===== src/rtl/scan_seg_display.sv =====
// Purpose: N-digit BCD counter with a display latch and a time-multiplexed seven-segment scanner.
// Latency: Count is 1 cycle after Load/Enable, latch 1 after Count, and Seg/Digit_sel 1 after the latch. Backpressure: none, free-running scan.
// Optional LEADING_ZERO_BLANK_EN suppresses latched digits above the most significant nonzero digit.
module scan_seg_display #(
    parameter int DIGITS   = 4,
    parameter int SCAN_DIV = 4
) (
    input  logic                  clock,
    input  logic                  reset,
    input  logic                  Enable,
    input  logic                  Load,
    input  logic [4*DIGITS-1:0]   Load_value,
    input  logic                  Hold,
    input  logic                  Blanking,
    output logic [4*DIGITS-1:0]   Count,
    output logic                  Carry_out,
    output logic [6:0]            Seg,
    output logic [DIGITS-1:0]     Digit_sel
);

    localparam int W     = 4 * DIGITS;
    localparam int DIV_W = (SCAN_DIV > 1) ? $clog2(SCAN_DIV) : 1;
    localparam int IDX_W = (DIGITS > 1) ? $clog2(DIGITS) : 1;
    localparam logic [DIV_W-1:0] DIV_LAST = DIV_W'(SCAN_DIV - 1);
    localparam logic [IDX_W-1:0] IDX_LAST = IDX_W'(DIGITS - 1);

    logic [W-1:0]     count_inc;
    logic [W-1:0]     latch;
    logic             all_nines;
    logic             ripple;
    logic [3:0]       inc_digit;
    logic [DIV_W-1:0] div_cnt;
    logic [IDX_W-1:0] idx;
    logic [3:0]       cur_digit;
    logic [6:0]       seg_nxt;
`ifdef LEADING_ZERO_BLANK_EN
    logic             upper_zero;
`endif

    function automatic logic [6:0] seg_decode(input logic [3:0] d);
        case (d)
            4'd0:    seg_decode = 7'h3F;
            4'd1:    seg_decode = 7'h06;
            4'd2:    seg_decode = 7'h5B;
            4'd3:    seg_decode = 7'h4F;
            4'd4:    seg_decode = 7'h66;
            4'd5:    seg_decode = 7'h6D;
            4'd6:    seg_decode = 7'h7D;
            4'd7:    seg_decode = 7'h07;
            4'd8:    seg_decode = 7'h7F;
            4'd9:    seg_decode = 7'h6F;
            default: seg_decode = 7'h00;
        endcase
    endfunction

    // Out-of-range nibbles (10-15) carry like a 9 and roll over to 0.
    always_comb begin
        count_inc = Count;
        ripple    = 1'b1;
        inc_digit = 4'd0;
        for (int k = 0; k < DIGITS; k++) begin
            inc_digit = Count[4*k +: 4];
            if (ripple) begin
                count_inc[4*k +: 4] = (inc_digit >= 4'd9) ? 4'd0 : inc_digit + 4'd1;
            end
            ripple = ripple & (inc_digit >= 4'd9);
        end
        all_nines = ripple;
    end

    always_comb begin
        cur_digit = 4'd0;
`ifdef LEADING_ZERO_BLANK_EN
        upper_zero = 1'b1;
`endif
        for (int k = 0; k < DIGITS; k++) begin
            if (IDX_W'(k) == idx) begin
                cur_digit = latch[4*k +: 4];
            end
`ifdef LEADING_ZERO_BLANK_EN
            if (IDX_W'(k) >= idx && latch[4*k +: 4] != 4'd0) begin
                upper_zero = 1'b0;
            end
`endif
        end
        seg_nxt = seg_decode(cur_digit);
`ifdef LEADING_ZERO_BLANK_EN
        // Digit 0 is never suppressed so a zero count still shows one "0".
        if (idx != '0 && upper_zero) begin
            seg_nxt = 7'h00;
        end
`endif
        if (Blanking) begin
            seg_nxt = 7'h00;
        end
    end

    always_ff @(posedge clock or posedge reset) begin
        if (reset) begin
            Count     <= '0;
            Carry_out <= 1'b0;
            latch     <= '0;
        end else begin
            Carry_out <= Enable & ~Load & all_nines;
            if (Load) begin
                Count <= Load_value;
            end else if (Enable) begin
                Count <= count_inc;
            end
            if (!Hold) begin
                latch <= Count;
            end
        end
    end

    // Seg and Digit_sel both use the pre-edge index so they stay aligned.
    always_ff @(posedge clock or posedge reset) begin
        if (reset) begin
            div_cnt   <= '0;
            idx       <= '0;
            Seg       <= 7'h00;
            Digit_sel <= '0;
        end else begin
            Seg       <= seg_nxt;
            Digit_sel <= DIGITS'(1) << idx;
            if (div_cnt == DIV_LAST) begin
                div_cnt <= '0;
                idx     <= (idx == IDX_LAST) ? '0 : idx + 1'b1;
            end else begin
                div_cnt <= div_cnt + 1'b1;
            end
        end
    end

endmodule


===== config.mk =====
export PLATFORM = sky130hd
export DESIGN_NAME = scan_seg_display
export DESIGN_NICKNAME = d
export VERILOG_FILES = /design/src/rtl/scan_seg_display.sv
export SDC_FILE = /design/constraint.sdc
export NUM_CORES = 1
export LEC_CHECK = 0
export ABC_AREA = 1
export CORE_MARGIN = 2
export CORE_UTILIZATION = 52
export DETAILED_ROUTE_END_ITERATION = 7
export HOLD_SLACK_MARGIN = 0.1
export PLACE_DENSITY_LB_ADDON = 0.3
export SYNTH_ARGS = -nofsm -noshare
export SYNTH_HDL_FRONTEND = slang
export SYNTH_SLANG_ARGS = --single-unit

===== constraint.sdc =====
create_clock -name clock -period 2.2 [get_ports clock]
set_input_delay 0.33 -clock clock [delete_from_list [all_inputs] [get_ports clock]]
set_output_delay 0.33 -clock clock [all_outputs]
set_load 0.03 [all_outputs]

Word-level counts from Yosys, hierarchy flattened
Memories as Yosys holds them, arrays and structs flattened.
Cells that the tools add are included.
W data, S select, Z words.
Cells by class
  add/subtract/negate cells: 6
  multiply operators: 0
  div/mod/pow operators: 0
  magnitude comparators: 4
  eq/ne operators: 5
  shift operators: 1
  muxes and demuxes: 16
  bitwise operators: 6
  reductions and logical operators: 8
Operators with widths (count)
  $mux W4: 11
  $mux W16: 2
  $add A4 B1 Y4 const B: 4
  $ge A4 B4 Y1 const B: 4
  $reduce_bool A2 Y1: 4
  $mux W7: 1
  $reduce_and A2 Y1: 3
  $and A1 B1 Y1: 5
  $add A2 B1 Y2 const B: 2
  $eq A2 B2 Y1 const A: 2
  $eq A2 B2 Y1 const B: 2
  $mux W2: 2
  $shl A1 B2 Y4 const A: 1
  $eq A1 B2 Y1 const A: 1
  $logic_not A2 Y1: 1
  $not A1 Y1: 1
Word-level totals
  flip-flop bits (word level): 48
  bits in latches: 0
  bits in writable memories: 0
  bits in read-only memories: 112
  memories kept: 1
Memory list
  (no name shown): depth 16, width 7, read ports 1, clocked after memory_dff 0, wr ports 0, RTL line 41  | case (d)

Logic depth before layout (Yosys ltp)
Gate-level depths: netlist of the first run.
An unclocked memory read counts as a cell.
  word-level depth: 7
  gate-level depth with buffers: 13

Worst setup path after synthesis of the first run
No wires, ideal clock.
  kind: register to register
  start: register idx[0]
  end: register Seg[3]
  arrival: 1.738 ns
  required time: 2.128 ns
  path slack: 0.390 ns
  stages on the path, launching flop included: 12
  period minus slack after synthesis: 1.810 ns
  cell sequence: dfrtp_1 -> inv_1 -> ha_1 -> inv_2 -> nor2_2 -> nor2_1 -> a21boi_2 -> inv_1 -> ha_1 -> nor2_1 -> nor2_1 -> nor2_1
Between the ends
  cells in the longest elaborated chain, start to end: 7
  elaborated cells between the ends (all ways): 10
  classes of those cells: 3 x eq/ne; 5 x mux; 1 x reduce/logical; 1 x memory
RTL lines
  from (decl): RTL line 33  | logic [IDX_W-1:0] idx;
  from (signal assigned): RTL line 128  | idx <= (idx == IDX_LAST) ? '0 : idx + 1'b1;
  $logic_not A2 Y1: RTL line 77  | if (IDX_W'(k) == idx) begin
  $mux W4 (3 in a row): RTL line 77
  $mux W4 *: RTL line 77
  $mem_v2 Z16 W7 *
  $mux W7 *: RTL line 93  | if (Blanking) begin
  net seg_nxt[3]: RTL line 35  | logic [6:0] seg_nxt;
  to (signal assigned): RTL line 124  | Seg <= seg_nxt;
  to (decl): RTL line 17  | output logic [6:0] Seg,
The timed path passes the listed nets; every way through them passes the cells marked *.
A chain may end at the register's enable or synchronous reset.

Worst setup path after layout of the first run
Ends and elaborated chain as after synthesis.

==> results.cfg, run 1 <==
[synthesis]
synthXorXnorAreaFrac_pct = 2.76
synth_top_family_by_area = simple AND/OR/NAND/NOR gates
synth.largest_area_cell = dfrtp_1
yosysTopAreaCellShare_pct = 47.3
synth-simple-area-share_pct = 21.3
ys_warn_count = 0
synth_edf_count = 0
yosysMostFrequentCell = nand2_1
ys_seq_area_share_pct = 47.3
synth.area.top_cells = dfrtp_1, nand2_1, ha_1
synth.top_cells.by_count = nand2_1, dfrtp_1, o21ai_0
synth-compound-area-share_pct = 11.0
syn_avg_cell_area_sq_um = 8.44
synth.area.mux_share_pct = 0.443
ys_types = 25
synth_flop_cell = dfrtp_1
syn_nets = 345
yosys.area_share.adder_pct = 10.8
synth_area_sq_um = 2540
syn_inst = 301
async_flop_share_pct = 100
ys_ff_latch = 48

[sta]
fin_crit_sh_pct = 90.6
setup_tns_ns = 0
slew_violations = 0
fmax_ghz = 0.502
slew_headroom_pct = 70.2
clock_skew_ns = 0.00988
hold_viol = 0
setup-violations-final = 0
tightest_slew_ns = 0.446
timing.final.crit_period_ns = 1.99

[setup_path]
cp_max_fo = 6
path_class = flip-flop to flip-flop
worstSetupEndpointType = flip-flop
start_kind = flip-flop
required_ns = 2.44
cp.arrival_ns = 2.23

[die]
rows = 25
initial_utilization_pct = 53.8
die_w_um = 73.9
die_y_um = 73.9
io_pins = 50
dieArea_sq_um = 5460
coreArea_sq_um = 4720

[clocking]
ctsResizeCount = 0
numCtsBuffers = 5
cts-root-buf = clkbuf_8
clkTransAtPathRegs_ns = 0.09
clkLatencyLatePin_ns = 0.31
cts_hold_buf = 0
cts_sinks = 48
htreeDepth = 2
cts_tree = yes
clockBufferDepth = 2
post_cts_buffers = 0

[placement]
place_area_sq_um = 3120
place.gp.congestion = 0.918
io_buffers = 49
hpwl_um = 3890

[status]
status = complete, no violations

[global_routing]
grt-ovfl-total = 0
grt_start_max_net_pins = 31
antenna_found_initial = 0
grt_pass1_vias = 2070
grt_pass1_wl_um = 9020
track_usage_pct = 21.5

[hold_path]
hold_class = input port to asynchronous set/reset pin

[power]
peakVddDrop_uv = 573
power_density_nw_per_um2 = 871
p_leak_nw = 1.55

[layout]
final_cell_area_sq_um = 3220
n_antenna_cell = 0
nets = 400
area_growth_pct = 26.8
drive_gt1_share_pct = 7.28
nFillCells = 385

[run]
maxCapViolCount = 0

[routing]
drt_first_pass_iters = 4
wl_per_cell_um = 12.1
drcViolationCount = 0
via_per_inst = 4.96
antenna_left = 0
wirelength_um = 5120
drtIter0Drc = 51
dr_total_vias = 2102
## per-stage QoR
| step | power, mW | hold WS [ns] | setup WS (ns) | utilization, % | std cells |
|---|---|---|---|---|---|
| after floorplan | 1.88 | 0.403 | 0.390 | - | 301 |
| after global placement | 2.27 | 0.414 | 0.355 | 66.1 | 415 |
| after detailed placement | 2.29 | 0.424 | 0.265 | 66.1 | 415 |
| after CTS | 2.83 | 0.337 | 0.233 | 68.1 | 423 |
| after global routing | 2.99 | 0.372 | -0.00366 | 68.2 | 424 |
| final | 2.81 | 0.326 | 0.208 | 68.2 | 424 |
## placed cells by master, fill, tap and decap left out, types with 2 or more instances in the layout
cell type         n
nand2_1          78
clkdlybuf4s50_1  49
dfrtp_1          48
o21ai_0          42
inv_1            31
nor2_1           27
ha_1             22
nand3_1          16
xor2_1            5
clkbuf_8          5
a21oi_1           4
buf_4             4
a22oi_1           3
inv_2             3
nor2_2            3
xnor2_1           3
nand2_2           2
clkinvlp_4        2
## registers in the layout (all words and copies together), names as in the netlist
| register | cells |
|---|---|
| Seg | 7 |
| Count | 16 |
| div_cnt | 2 |
| Carry_out | 1 |
| Digit_sel | 4 |
| idx | 2 |
| latch | 16 |
## cell families after synthesis
| family | count (synthesis) |
|---|---|
| xor gates and xnor gates | 8 |
| AOI/OAI and AO/OA | 52 |
| buffers and inverters | 40 |
| adders and majority gates | 22 |
| DFF | 48 |
| muxes | 1 |
| and+or+nand+nor | 130 |
## power breakdown
part	internal [mW]	leakage, nW	switching (mW)
Sequential	1.06	0.608	0.172
Clock	0.225	0.0404	0.309
Combinational	0.425	0.906	0.613
Total	1.71	1.55	1.09
## layer usage
metal | vias up | part of all wire, % | global-route usage (%)
met5 | - | 0 | 0
li1 | 1064 | - | -
met3 | 6 | 4.3 | 2.88
met2 | 52 | 47 | 36.3
met4 | 0 | 1.4 | 9.09
met1 | 980 | 47 | 27.7
## critical path: stages, from the launching register on
cell and delay (ns):
dfrtp_1 0.41, inv_1 0.09, ha_1 0.28, inv_2 0.12, nor2_1 0.05, nor2_1 0.08, nand2_1 0.06, nand2_1 0.13
inv_1 0.10, ha_1 0.30, nor2_1 0.14, nor2_1 0.06, nor2_1 0.09
## cell type report
class	count	area (sq um)	area share [%]
clock buffers	5	68.8	2.14
clock inverters	3	23.8	0.738
inverters	34	128	3.96
multi-input cells	213	1180	36.5
flip-flops and latches	48	1200	37.3
well taps	67	83.8	2.60
repair buffers	54	541	16.8
## path summary, 6_finish.rpt
path	start	end	slack, ns	cells after the start
min in group clock	div_cnt[0]	div_cnt[0]	0.43	1
hold reg to reg	div_cnt[0]	div_cnt[0]	0.43	1
setup / recovery	idx[0]	Seg[3]	0.21	12
max in group asynchronous	reset	latch[0]	1.37	3
setup reg to reg	idx[0]	Seg[3]	0.21	12
hold / removal	reset	Digit_sel[0]	0.33	2
Note: power is estimated with default switching activity, not from simulation.
==> run 2: changes to the inputs <==
--- a/config.mk
+++ b/config.mk
@@ -5,7 +5,6 @@
 export SDC_FILE = /design/constraint.sdc
 export NUM_CORES = 1
 export LEC_CHECK = 0
-export ABC_AREA = 1
 export CORE_MARGIN = 2
 export CORE_UTILIZATION = 52
 export DETAILED_ROUTE_END_ITERATION = 7
==> constraint.sdc (replaced) <==
create_clock -name clock -period 2.2 [get_ports clock]
set_input_delay 0.22 -clock clock [delete_from_list [all_inputs] [get_ports clock]]
set_output_delay 0.22 -clock clock [all_outputs]
set_load 0.03 [all_outputs]
==> results.cfg, run 2 <==
[power]
power_density_nw_per_um2 = 917
combPwrFrac_pct = 38.5
pwr-share-clk_pct = 20.2
peakVddDrop_uv = 650
power_frac_seq_pct = 41.3
p_sw_share_pct = 36.9
internal_power_mw = 1.95
switching_power_mw = 1.14
p_leak_nw = 1.44
power_mw = 3.10

[synthesis]
ys_types = 46
synth_flop_cell = dfrtp_1
ys_warn_count = 0
async_flop_share_pct = 100
synth_area_sq_um = 2590
synth.top_cells.by_count = dfrtp_1, o21ai_0, nand2_1
yosysMostFrequentCell = dfrtp_1
synth.largest_area_cell = dfrtp_1
syn_inst = 253
ys_seq_area_share_pct = 46.3
syn_avg_cell_area_sq_um = 10.3
syn_nets = 297
synth_edf_count = 0
yosysTopAreaCellShare_pct = 46.3
synth.area.top_cells = dfrtp_1, ha_1, o21ai_0
ys_ff_latch = 48

[layout]
final_cell_area_sq_um = 3380
final_cell_mix = clkdlybuf4s50_1, dfrtp_1, o21ai_0
nets = 355
reg_top3 = Count: 16 flops, latch: 16 flops, Seg: 7 flops
n_antenna_cell = 0
area_growth_pct = 30.1
drive_gt1_share_pct = 17.0
mostFrequentLayoutCell = clkdlybuf4s50_1

[setup_path]
required_ns = 2.37
cp.arrival_ns = 2.30
cp_top_family = flip-flops
start_kind = flip-flop
crit_chain = inv_4 -> ha_4 -> buf_4 -> nor3b_2 -> a211oi_1 -> buf_4 -> ha_1 -> nand2b_1 -> a21oi_1 -> nor2_1
cp_max_fo = 6
path_buf_inv = 3
path_class = flip-flop to flip-flop
slowest_stage = dfrtp_2
worstSetupEndpointType = flip-flop
cp_common_cell = buf_4
slowest_delay_ns = 0.46

[clocking]
clkTransAtPathRegs_ns = 0.09
numCtsBuffers = 5
clockBufferDepth = 2
cts-root-buf = clkbuf_8
cts_hold_buf = 0
cts_tree = yes
htreeDepth = 2
clkLatencyLatePin_ns = 0.30
cts_sinks = 48

[status]
status = complete, no violations

[sta]
fin_crit_sh_pct = 96.8
fmax_ghz = 0.470
clock_skew_ns = 0.00733
slew_headroom_pct = 56.7
setup-violations-final = 0
slew_violations = 0
hold_viol = 0
holdWs_ns = 0.380
timing.final.crit_period_ns = 2.13
tightest_slew_ns = 0.648

[routing]
wl_per_cell_um = 14.2
drtIter0Drc = 82
wirelength_um = 5370
dr_total_vias = 2012
antenna_left = 0
via_per_inst = 5.31
drcViolationCount = 0
drt_first_pass_iters = 4

[die]
coreArea_sq_um = 4750
initial_utilization_pct = 54.6
die_y_um = 74.6
dieArea_sq_um = 5570
die_w_um = 74.6
io_pins = 50
rows = 25

[global_routing]
grt_start_max_net_pins = 49
grt_pass1_wl_um = 8820
use_met3_pct = 4.82
antenna_found_initial = 0
grt_busiest_layer = met2
grt-ovfl-total = 0
track_usage_pct = 20.9
grt_pass1_vias = 1904
use_met2_pct = 34.1
grtUsageMet1_pct = 27.6

[run]
maxCapViolCount = 0

[placement]
io_buffers = 49
place.gp.congestion = 0.844
place_area_sq_um = 3190
hpwl_um = 3840

[hold_path]
hold_class = input port to asynchronous set/reset pin
## run 2: cell types whose count changed after synthesis, sizes merged, moves of 9 or more
cell | previous run | this run
nand2 | 80 | 23
nor2 | 31 | 13
inv | 34 | 18
o21ai | 42 | 28
nand3 | 17 | 6
a21oi | 5 | 15
a211oi | 0 | 9
## run 2: worst min-delay path: cells and delay by family
family | cells | cell delay [ns]
buffers and inverters | 3 | 0.94
## run 2: per-stage QoR
stage          TNS [ns]  setup slack, ns  instances  utilization [%]
6_report              0           0.0712        379             71.0
3_5_place_dp          0           0.0639        370             67.0
5_1_grt          -0.126          -0.0586        379             71.0
3_3_place_gp          0            0.155        370             67.0
2_1_floorplan         0            0.163        253                -
4_1_cts               0           0.0148        378             69.3
## run 2: routing by layer
layer	up-vias	routed length, um
li1	1008	-
met1	941	2400
met2	55	2610
met3	8	280
met4	0	82
met5	-	0
## run 2: path summary, 6_finish.rpt
path,slack [ns],depth (start not counted),to,startpoint
setup / recovery,0.07,10,Seg[1],idx[0]
hold / removal,0.38,3,Digit_sel[3],reset
setup reg to reg,0.07,10,Seg[1],idx[0]
hold reg to reg,0.45,1,div_cnt[0],div_cnt[0]
max in group asynchronous,1.40,3,idx[1],reset
min in group clock,0.45,1,div_cnt[0],div_cnt[0]
## run 2: final cells by class
type | instances | area (sq um)
clock inverters | 2 | 35.0
clock buffers | 6 | 72.6
multi-input cells | 178 | 1340
well taps | 67 | 83.8
repair buffers | 60 | 573
flip-flops and latches | 48 | 1200
fillers | 364 | 1380
inverters | 18 | 70.1
## run 2: kinds of logic (layout without fill, tap and decap cells)
kind of cell / after synthesis / count (layout) / synth area share (%)
DFF: 48 / 48 / 46.3
adders and majority gates: 22 / 22 / 10.6
buffers and inverters: 27 / 86 / 4.82
AOI/OAI and AO/OA: 72 / 72 / 18.1
and+or+nand+nor: 71 / 71 / 14.9
xor gates and xnor gates: 1 / 1 / 0.338
muxes: 12 / 12 / 5.01
## run 2: timing repair
action	in CTS	in global routing
buffers inserted	0	1
setup endpoints to repair	0	7
hold endpoints to repair	0	0
resized for setup	0	20
## run 2: power groups by stage
stage	Combinational, mW	Sequential, mW	Clock (mW)
2_1_floorplan	0.538	1.46	0
3_3_place_gp	1.14	1.29	0
3_5_place_dp	1.18	1.29	0
4_1_cts	1.19	1.28	0.633
5_1_grt	1.31	1.31	0.670
6_report	1.19	1.28	0.626
